===== config.mk =====
export PLATFORM = sky130hd
export DESIGN_NAME = riscv_memory_access
export DESIGN_NICKNAME = d
export VERILOG_FILES = /design/src/rtl/riscv_memory_access_pkg.sv /design/src/rtl/riscv_load_align.sv /design/src/rtl/riscv_memory_access.sv
export SDC_FILE = /design/constraint.sdc
export NUM_CORES = 1
export LEC_CHECK = 0
export ABC_AREA = 0
export CORE_AREA = 5 5 146 148
export CTS_BUF_LIST = sky130_fd_sc_hd__clkbuf_8
export CTS_CLUSTER_DIAMETER = 30
export DETAILED_ROUTE_END_ITERATION = 12
export DIE_AREA = 0 0 151 153
export GPL_TIMING_DRIVEN = 1
export MAX_ROUTING_LAYER = met4
export PLACE_DENSITY = 0.67
export SKIP_LAST_GASP = 1
export SLEW_MARGIN = 20
export SYNTH_ARGS = -nofsm -noshare
export SYNTH_HDL_FRONTEND = slang
export SYNTH_SLANG_ARGS = --single-unit

===== constraint.sdc =====
create_clock -name i_clk -period 2.2 [get_ports i_clk]
set_input_delay 0.44 -clock i_clk [delete_from_list [all_inputs] [get_ports i_clk]]
set_output_delay 0.44 -clock i_clk [all_outputs]
set_load 0.03 [all_outputs]

===== src/rtl/riscv_memory_access_pkg.sv =====
// rtl/riscv_memory_access_pkg.sv - shared encodings, M/W register layout and lane helpers for the RV32 M stage
package riscv_memory_access_pkg;

   localparam int RV_XLEN = 32;

   typedef enum logic [2:0] {
      F3_B  = 3'b000,
      F3_H  = 3'b001,
      F3_W  = 3'b010,
      F3_BU = 3'b100,
      F3_HU = 3'b101
   } funct3_e;

   typedef enum logic [1:0] {
      RS_ALU  = 2'b00,
      RS_LOAD = 2'b01,
      RS_PC4  = 2'b10,
      RS_IMM  = 2'b11
   } result_src_e;

   typedef enum logic {
      ST_IDLE = 1'b0,
      ST_WAIT = 1'b1
   } mem_state_e;

   typedef struct packed {
      logic                  reg_write;
      logic [1:0]            result_src;
      logic [RV_XLEN-1:0]    alu_result;
      logic [RV_XLEN-1:0]    read_data;
      logic [4:0]            rd;
      logic [RV_XLEN-1:0]    pc_plus_4;
      logic [RV_XLEN-1:0]    ext_imm;
   } mw_reg_t;

   // funct3[1:0] carries the access size; bit 2 only selects zero-extension.
   function automatic logic misaligned(input logic [2:0] funct3, input logic [1:0] addr_lo);
      case (funct3[1:0])
         2'b00:   misaligned = 1'b0;
         2'b01:   misaligned = addr_lo[0];
         default: misaligned = (addr_lo != 2'b00);
      endcase
   endfunction

   function automatic logic [3:0] byte_enables(input logic [2:0] funct3, input logic [1:0] addr_lo);
      case (funct3[1:0])
         2'b00:   byte_enables = 4'b0001 << addr_lo;
         2'b01:   byte_enables = 4'b0011 << addr_lo;
         default: byte_enables = 4'b1111;
      endcase
   endfunction

   function automatic logic [RV_XLEN-1:0] store_lanes(input logic [2:0] funct3, input logic [RV_XLEN-1:0] wdata);
      case (funct3[1:0])
         2'b00:   store_lanes = {4{wdata[7:0]}};
         2'b01:   store_lanes = {2{wdata[15:0]}};
         default: store_lanes = wdata;
      endcase
   endfunction

endpackage


===== src/rtl/riscv_load_align.sv =====
// rtl/riscv_load_align.sv - shifts the read word down to the addressed lane and sign/zero-extends it
module riscv_load_align
   import riscv_memory_access_pkg::*;
#(
   parameter int XLEN = RV_XLEN
) (
   input  logic [2:0]      i_funct3,
   input  logic [1:0]      i_addr_lo,
   input  logic [XLEN-1:0] i_rdata,
   output logic [XLEN-1:0] o_data
);

   logic [XLEN-1:0] shifted;

   // Word loads are always aligned when they reach here, so shifted equals rdata for them.
   assign shifted = i_rdata >> {i_addr_lo, 3'b000};

   always_comb begin
      o_data = shifted;
      case (i_funct3)
         F3_B:    o_data = {{(XLEN-8){shifted[7]}}, shifted[7:0]};
         F3_H:    o_data = {{(XLEN-16){shifted[15]}}, shifted[15:0]};
         F3_BU:   o_data = {{(XLEN-8){1'b0}}, shifted[7:0]};
         F3_HU:   o_data = {{(XLEN-16){1'b0}}, shifted[15:0]};
         default: o_data = shifted;
      endcase
   end

endmodule


===== src/rtl/riscv_memory_access.sv =====
// rtl/riscv_memory_access.sv - RV32 memory-access stage with req/ack data port and M/W register
// Optional bus-abort timeout is built when RISCV_DMEM_TIMEOUT_EN is defined.
module riscv_memory_access
   import riscv_memory_access_pkg::*;
#(
   parameter int XLEN           = RV_XLEN,
   parameter int TIMEOUT_CYCLES = 64
) (
   input  logic            i_clk,
   input  logic            i_rstn,
   input  logic            i_reg_write_m,
   input  logic [1:0]      i_result_src_m,
   input  logic            i_mem_write_m,
   input  logic [XLEN-1:0] i_alu_result_m,
   input  logic [XLEN-1:0] i_write_data_m,
   input  logic [4:0]      i_rd_m,
   input  logic [XLEN-1:0] i_pc_plus_4m,
   input  logic [XLEN-1:0] i_ext_imm_m,
   input  logic [2:0]      i_funct3_m,
   output logic            o_dmem_req,
   output logic            o_dmem_we,
   output logic [XLEN-1:0] o_dmem_addr,
   output logic [XLEN-1:0] o_dmem_wdata,
   output logic [3:0]      o_dmem_be,
   input  logic            i_dmem_ack,
   input  logic [XLEN-1:0] i_dmem_rdata,
   output logic            o_stall_m,
   output logic            o_misalign_m,
   output logic            o_bus_err_w,
   output logic            o_reg_write_w,
   output logic [1:0]      o_result_src_w,
   output logic [XLEN-1:0] o_alu_result_w,
   output logic [XLEN-1:0] o_read_data_w,
   output logic [4:0]      o_rd_w,
   output logic [XLEN-1:0] o_pc_plus_4w,
   output logic [XLEN-1:0] o_ext_imm_w
);

   logic            is_load;
   logic            mem_op;
   logic            misalign;
   logic            active;
   logic            stall;
   logic            timeout_hit;
   logic [XLEN-1:0] load_data;
   mem_state_e      state_q, state_d;
   mw_reg_t         mw_q, mw_d;

   assign is_load  = (i_result_src_m == RS_LOAD);
   assign mem_op   = i_mem_write_m | is_load;
   assign misalign = mem_op & misaligned(i_funct3_m, i_alu_result_m[1:0]);
   assign active   = mem_op & ~misalign;

   // Gating with i_rstn drops the request the instant reset asserts, even mid-WAIT.
   assign o_dmem_req   = i_rstn & active;
   assign o_dmem_we    = o_dmem_req & i_mem_write_m;
   assign o_dmem_addr  = {i_alu_result_m[XLEN-1:2], 2'b00};
   assign o_dmem_be    = byte_enables(i_funct3_m, i_alu_result_m[1:0]);
   assign o_dmem_wdata = store_lanes(i_funct3_m, i_write_data_m);
   assign o_misalign_m = misalign;

   assign stall     = o_dmem_req & ~i_dmem_ack & ~timeout_hit;
   assign o_stall_m = stall;

   riscv_load_align #(
      .XLEN (XLEN)
   ) u_load_align (
      .i_funct3  (i_funct3_m),
      .i_addr_lo (i_alu_result_m[1:0]),
      .i_rdata   (i_dmem_rdata),
      .o_data    (load_data)
   );

`ifdef RISCV_DMEM_TIMEOUT_EN
   localparam int CNT_W = $clog2(TIMEOUT_CYCLES) + 1;

   logic [CNT_W-1:0] cnt_q, cnt_d;
   logic             bus_err_q;

   // cnt_q counts request cycles already spent, so expiry lands on the TIMEOUT_CYCLES-th request cycle.
   assign timeout_hit = (state_q == ST_WAIT) & active & ~i_dmem_ack
                      & (cnt_q == CNT_W'(TIMEOUT_CYCLES - 1));

   always_comb begin
      cnt_d = '0;
      if (active && !i_dmem_ack && !timeout_hit) begin
         cnt_d = cnt_q + 1'b1;
      end
   end

   always_ff @(posedge i_clk or negedge i_rstn) begin
      if (!i_rstn) begin
         cnt_q     <= '0;
         bus_err_q <= 1'b0;
      end else begin
         cnt_q     <= cnt_d;
         bus_err_q <= timeout_hit;
      end
   end

   assign o_bus_err_w = bus_err_q;
`else
   assign timeout_hit = 1'b0;
   assign o_bus_err_w = 1'b0;
`endif

   always_comb begin
      state_d = state_q;
      case (state_q)
         ST_IDLE: if (active && !i_dmem_ack) state_d = ST_WAIT;
         ST_WAIT: if (!active || i_dmem_ack || timeout_hit) state_d = ST_IDLE;
      endcase
   end

   // A stalled or aborted cycle writes an all-zero bubble into W.
   always_comb begin
      mw_d = '0;
      if (!stall && !timeout_hit) begin
         mw_d.reg_write  = i_reg_write_m & ~misalign;
         mw_d.result_src = i_result_src_m;
         mw_d.alu_result = i_alu_result_m;
         mw_d.read_data  = (is_load & active) ? load_data : '0;
         mw_d.rd         = i_rd_m;
         mw_d.pc_plus_4  = i_pc_plus_4m;
         mw_d.ext_imm    = i_ext_imm_m;
      end
   end

   always_ff @(posedge i_clk or negedge i_rstn) begin
      if (!i_rstn) begin
         state_q <= ST_IDLE;
         mw_q    <= '0;
      end else begin
         state_q <= state_d;
         mw_q    <= mw_d;
      end
   end

   assign o_reg_write_w  = mw_q.reg_write;
   assign o_result_src_w = mw_q.result_src;
   assign o_alu_result_w = mw_q.alu_result;
   assign o_read_data_w  = mw_q.read_data;
   assign o_rd_w         = mw_q.rd;
   assign o_pc_plus_4w   = mw_q.pc_plus_4;
   assign o_ext_imm_w    = mw_q.ext_imm;

endmodule


==> results.yml, run 1 <==
route:
  drc_errors: 0
  drt_pre_antenna_iters: 4
  total_number_of_vias: 4898
  drt-vias-per-instance: 4.26
  postRouteWirelength_um: 20000
  detail_route.wl_per_cell_um: 17.4
  detail-route-antenna-nets: 0
  drt_iter0_markers: 240
sta:
  timing_max_transition_violations_final: 0
  finalCritPeriodShare: 0.979
  final-hold-violation-count: 0
  setup_viol: 0
  timing.final.crit_period_ns: 2.15
  whs_ns: 0.132
  grt_setup_unrepaired: "false"
  fmaxAchievable_mhz: 464
  timing_worst_slew_pin_value_ns: 0.639
  setup_tns_ns: 0
  tightest_slew_margin_relative_to_the_limit: 0.574
  layout_setup_ws_ns: 0.0452
clock_network:
  cts_buffer_depth: 2
  tritoncts.num_buffers: 17
  cts_max_level: 4
  cts_tree: "built"
  clk_pin_slew_worst_paths_ns: 0.08
  cts_sinks: 136
  clockRootBuffer: "clkbuf_8"
logic_synthesis:
  post_synth.cell_area_avg_um2: 11.4
  synth_area_leaders: "dfrtp_1 (60%), and2_1 (12%), buf_4 (5.6%), mux2i_1 (4.3%), nand2_1 (3.4%)"
  synthDominantCellAreaShare: 0.603
  netlist_area_mm2: 0.00565
  syn-instance-count: 495
  synth_top_cell_by_area: "dfrtp_1"
  synth.ff_latch_count: 136
  post_synth_num_cell_types: 34
  synth.yosys.seq_area_share: 0.603
  ys.warnings.count: 0
placed_design:
  final_weighted_congestion_in_routability_driven_placement: 0.768
  place.detailed.hpwl_um: 15600
  detailedPlace.worstSlack_ns: -0.318
  place.detailed.instances: 1114
  io_buffer_count: 380
job:
  max_cap_viol_count: 0
global_route:
  grt_antenna_before_repair: 1
  wire_length_of_the_first_global_routing_pass_um: 29200
  grt_use_total: 0.172
  number_of_global_route_vias_before_repair: 5109
  grt_overflow_total: 0
  grt_max_degree: 121
run_status:
  status: "complete, no violations"
critical_path:
  timing.critical_path.cells: "clkdlybuf4s50_1 -> buf_4 -> clkdlybuf4s50_1"
  worst_path_most_repeated_cell: "clkdlybuf4s50_1"
  timing.critical_path.arrival_ns: 1.71
  critPathMaxStageDelay_ns: 0.67
  setup.worst_path.class: "input port to output pin"
  worst_setup_path_end_kind: "output pin"
  worstPathMaxFanout: 3
  crit_path_top_delay_cell: "clkdlybuf4s50_1"
  cp_data_required_time_ns: 1.76
  worst_setup_path_start_kind: "input port"
floorplanning:
  fp.dieW_um: 151
  floorplan.die.height_um: 153
  initial_standard_cell_utilization_of_the_core: 0.284
  design.core.area_mm2: 0.0199
  floorplan.rows: 52
  dieArea_mm2: 0.0231
  io_pins: 384
pwr:
  power.switching_fraction: 0.302
  p_int_w: 0.00449
  power_density_mw_per_mm2: 635
  cellLeakagePower_nw: 4.44
  total_power_w: 0.00643
  power_frac_seq: 0.415
  power_frac_comb: 0.263
  worst_ir_drop_vdd_mv: 0.324
  netSwitchingPower_w: 0.00194
  clockPowerShare: 0.322
finish:
  area.growth.synth_to_final_pct: 79.5
  layout.cells.most_common_list: "clkdlybuf4s50_1 (337), dfrtp_1 (136), and2_1 (110)"
  fillers: 1813
  finalNonFillerCells: 1150
  leading_cell_type_in_the_layout_fill_and_taps_excluded: "clkdlybuf4s50_1"
  post_route_cells_drive_above_1_share: 0.139
  layout.nets: 1041
hold_path:
  hold_class: "input port to asynchronous set/reset pin"
[Yosys cell counts (all sizes together)]
library cell / count
a2111o: 1
mux2: 10
conb: 1
and2: 111
or2: 2
and3b: 1
inv: 1
and2b: 1
nor2: 15
or3: 2
nand2: 51
clkbuf: 15
mux2i: 24
a2bb2oi: 1
a21oi: 9
nor2b: 8
nor3: 2
nand2b: 4
a211oi: 14
nor3b: 1
nand3b: 1
dfrtp: 136
nand4: 1
and4: 1
buf: 56
o21ai: 24
o21bai: 1
o211ai: 1
[power groups by stage]
stage | Clock (W) | Combinational [W] | Sequential (W)
detailed placement | 0 | 0.00171 | 0.00272
CTS | 0.00215 | 0.00172 | 0.00267
global placement | 0 | 0.00170 | 0.00272
floorplan | 0 | 0.000495 | 0.00302
finish | 0.00207 | 0.00169 | 0.00267
global route | 0.00225 | 0.00179 | 0.00268
[cell families after synthesis]
family / count (synthesis) / share of synthesized area
flops: 136 / 0.603
mux: 34 / 0.0625
other cells: 1 / 0.000664
simple gates: 201 / 0.195
buf+inv: 72 / 0.0847
compound gates: 51 / 0.0547
[state kept, by name (all words and copies together), names as in the netlist]
signal	flops
o_reg_write_w	1
o_ext_imm_w	32
o_rd_w	5
o_result_src_w	2
o_read_data_w	32
o_alu_result_w	32
o_pc_plus_4w	32
[how the worst max path moves through the flow]
stage,startpoint,endpoint,cells after the start
after floorplan,i_funct3_m[0],o_dmem_we,5
after global placement,i_funct3_m[1],o_stall_m,7
after detailed placement,i_funct3_m[1],o_dmem_wdata[23],4
after CTS,i_funct3_m[1],o_dmem_we,8
after global routing,i_write_data_m[6],o_dmem_wdata[6],3
final,i_write_data_m[5],o_dmem_wdata[5],3
[timing repair]
action                     CTS  global route
hold buffers                 1             0
gates cloned                 1             0
buffers inserted             1             0
gates resized for setup     18             2
setup endpoints to repair   27             2
pin swaps                    2             1
hold endpoints to repair    16             0
[critical path: cells and delay by family]
| family | cells | cell delay [ns] |
|---|---|---|
| buf+inv | 3 | 1.27 |
[per-stage QoR]
step	area (um^2)	util
6_report	10100	0.509
2_1_floorplan	5660	-
5_1_grt	10100	0.509
3_3_place_gp	9680	0.486
3_5_place_dp	9680	0.486
4_1_cts	10100	0.509
[metal layers]
| metal | wire length, um | share of wire | vias up | global-route usage |
|---|---|---|---|---|
| li1 | - | - | 2299 | - |
| met1 | 6840 | 0.34 | 2299 | 0.174 |
| met2 | 10600 | 0.53 | 276 | 0.306 |
| met3 | 2130 | 0.11 | 24 | 0.0610 |
| met4 | 464 | 0.023 | 0 | 0.0587 |
| met5 | 0 | 0 | - | - |
[final cells by class]
cell class,count,area [um^2],area share
Antenna cell,1,2.50,0.000247
Clock buffer,17,234,0.0231
Clock inverter,15,163,0.0161
Inverter,1,3.75,0.000370
Multi-Input combinational cell,289,1790,0.177
Sequential cell,136,3400,0.336
Tap cell,270,338,0.0333
Timing Repair Buffer,421,4200,0.414
Power figures use the tool's default switching activity.
==> inputs of run 2 (changes only) <==
--- a/config.mk
+++ b/config.mk
@@ -11,6 +11,7 @@
 export CTS_CLUSTER_DIAMETER = 30
 export DETAILED_ROUTE_END_ITERATION = 12
 export DIE_AREA = 0 0 151 153
+export GPL_ROUTABILITY_DRIVEN = 0
 export GPL_TIMING_DRIVEN = 1
 export MAX_ROUTING_LAYER = met4
 export PLACE_DENSITY = 0.67
==> results of run 2 <==
Same layout as run 1: the final DEF is identical, and so are final timing and power.
==> inputs of run 3 (changes only) <==
--- a/config.mk
+++ b/config.mk
@@ -12,7 +12,7 @@
 export DETAILED_ROUTE_END_ITERATION = 12
 export DIE_AREA = 0 0 151 153
 export GPL_ROUTABILITY_DRIVEN = 0
-export GPL_TIMING_DRIVEN = 1
+export GPL_TIMING_DRIVEN = 0
 export MAX_ROUTING_LAYER = met4
 export PLACE_DENSITY = 0.67
 export SKIP_LAST_GASP = 1
==> run 3 against run 2 <==
Against the previous run: core utilization increased by 1.9 points; sequential cell count stayed put; global-route usage grew 1.9 points; die area stayed put; fmax is 0.65% lower; setup slack lost 0.014 ns; hold slack worse by 0.092 ns; sequential share of layout area shrank 1.2 points; power up 5.2%; first-iteration DRC count is 36% lower; combinational power rose by 3%.
==> results.yml, run 3 (synthesis gave the netlist of run 1 again) <==
sta:
  fmaxAchievable_mhz: 461
  setup_tns_ns: 0
  timing_max_transition_violations_final: 0
  tightest_slew_margin_relative_to_the_limit: 0.462
  whs_ns: 0.0409
  layout_setup_ws_ns: 0.0312
  setup_viol: 0
  timing.final.crit_period_ns: 2.17
  finalCritPeriodShare: 0.986
  timing_worst_slew_pin_value_ns: 0.804
  final-hold-violation-count: 0
  grt_setup_unrepaired: "false"
floorplanning:
  floorplan.die.height_um: 153
  initial_standard_cell_utilization_of_the_core: 0.284
  io_pins: 384
  dieArea_mm2: 0.0231
  floorplan.rows: 52
  fp.dieW_um: 151
  design.core.area_mm2: 0.0199
pwr:
  power_density_mw_per_mm2: 644
  worst_ir_drop_vdd_mv: 0.408
  total_power_w: 0.00676
  cellLeakagePower_nw: 4.71
placed_design:
  io_buffer_count: 379
  placed_instance_area_mm2: 0.00982
  place.detailed.hpwl_um: 16900
  detailedPlace.worstSlack_ns: -1.35
route:
  postRouteWirelength_um: 21800
  detail_route.wl_per_cell_um: 18.3
  drc_errors: 0
  detail-route-antenna-nets: 0
  drt_iter0_markers: 154
  drt-vias-per-instance: 4.23
  total_number_of_vias: 5039
  drt_pre_antenna_iters: 6
global_route:
  number_of_global_route_vias_before_repair: 5523
  grt_overflow_total: 0
  grt_max_degree: 47
  wire_length_of_the_first_global_routing_pass_um: 32200
  grt_use_total: 0.191
  grt_antenna_before_repair: 3
finish:
  layout.cells.most_common_list: "clkdlybuf4s50_1 (332), dfrtp_1 (136), and2_1 (111)"
  layout.nets: 1082
  leading_cell_type_in_the_layout_fill_and_taps_excluded: "clkdlybuf4s50_1"
  stdcell_area_mm2: 0.0105
  post_route_cells_drive_above_1_share: 0.168
  area.growth.synth_to_final_pct: 86.1
run_status:
  status: "complete, no violations"
clock_network:
  cts_sinks: 136
  clockRootBuffer: "clkbuf_8"
  clk_pin_slew_worst_paths_ns: 0.09
  cts_max_level: 4
  cts_tree: "built"
  tritoncts.num_buffers: 17
  cts_buffer_depth: 2
critical_path:
  worst_setup_path_end_kind: "output pin"
  timing.critical_path.arrival_ns: 1.73
  cp_data_required_time_ns: 1.76
  setup.worst_path.class: "input port to output pin"
  worstPathMaxFanout: 2
  worst_setup_path_start_kind: "input port"
hold_path:
  hold_class: "input port to asynchronous set/reset pin"
job:
  max_cap_viol_count: 0
-- run 3: changes by cell type in the layout (fill, tap and decap cells not counted), moves of 6 or more --
cell and change:
dlymetal6s2s_1 +7, clkbuf_1 +6, buf_2 +8, clkbuf_2 +12, buf_12 -11, clkdlybuf4s15_2 +11, buf_6 +7
-- run 3: metrics by stage --
stage                     utilization  cells
after floorplan                     -    497
after global placement          0.492   1146
after detailed placement        0.493   1147
after CTS                       0.528   1188
after global routing            0.528   1192
final                           0.528   1192
-- run 3: how the worst max path moves through the flow --
stage	start	end	slack, ns	cells past startpoint
after floorplan	i_funct3_m[0]	o_dmem_we	0.07	5
after global placement	i_rstn	o_stall_m	-6.38	7
after detailed placement	i_funct3_m[1]	o_dmem_wdata[27]	-1.35	6
after CTS	i_funct3_m[1]	o_dmem_wdata[27]	-0.13	6
after global routing	i_alu_result_m[6]	o_dmem_addr[6]	0.005	3
final	i_alu_result_m[25]	o_dmem_addr[25]	0.03	3
-- run 3: critical path: stages --
cell and delay (ns):
clkdlybuf4s50_1 0.51, buf_4 0.12, clkdlybuf4s50_1 0.66
-- run 3: final cells by class --
class / instances / area (um^2)
Fill cell: 1811 / 9400
Timing Repair Buffer: 392 / 3960
Sequential cell: 136 / 3400
Multi-Input combinational cell: 289 / 1820
Buffer: 70 / 531
Tap cell: 270 / 338
Clock buffer: 17 / 234
Clock inverter: 14 / 211
Antenna cell: 3 / 7.51
Inverter: 1 / 3.75
-- run 3: routing by layer --
metal,vias up,share of wire,global-route usage
met1,2361,0.36,0.202
li1,2381,-,-
met5,-,0,-
met4,0,0.015,0.0527
met2,278,0.53,0.337
met3,19,0.10,0.0675
-- run 3: repair_timing --
| item | 4_1_cts | 5_1_grt |
|---|---|---|
| hold endpoints to repair | 46 | 0 |
| gates resized for setup | 117 | 35 |
| buffers inserted | 5 | 1 |
| endpoints found under the setup margin | 45 | 27 |
| gates cloned | 3 | 0 |
| hold buffers | 3 | 0 |
| pin swaps | 3 | 1 |
-- run 3: power breakdown --
part	switching (W)	internal [W]
clock network	0.00109	0.00127
registers	0.0000363	0.00263
logic	0.000892	0.000845
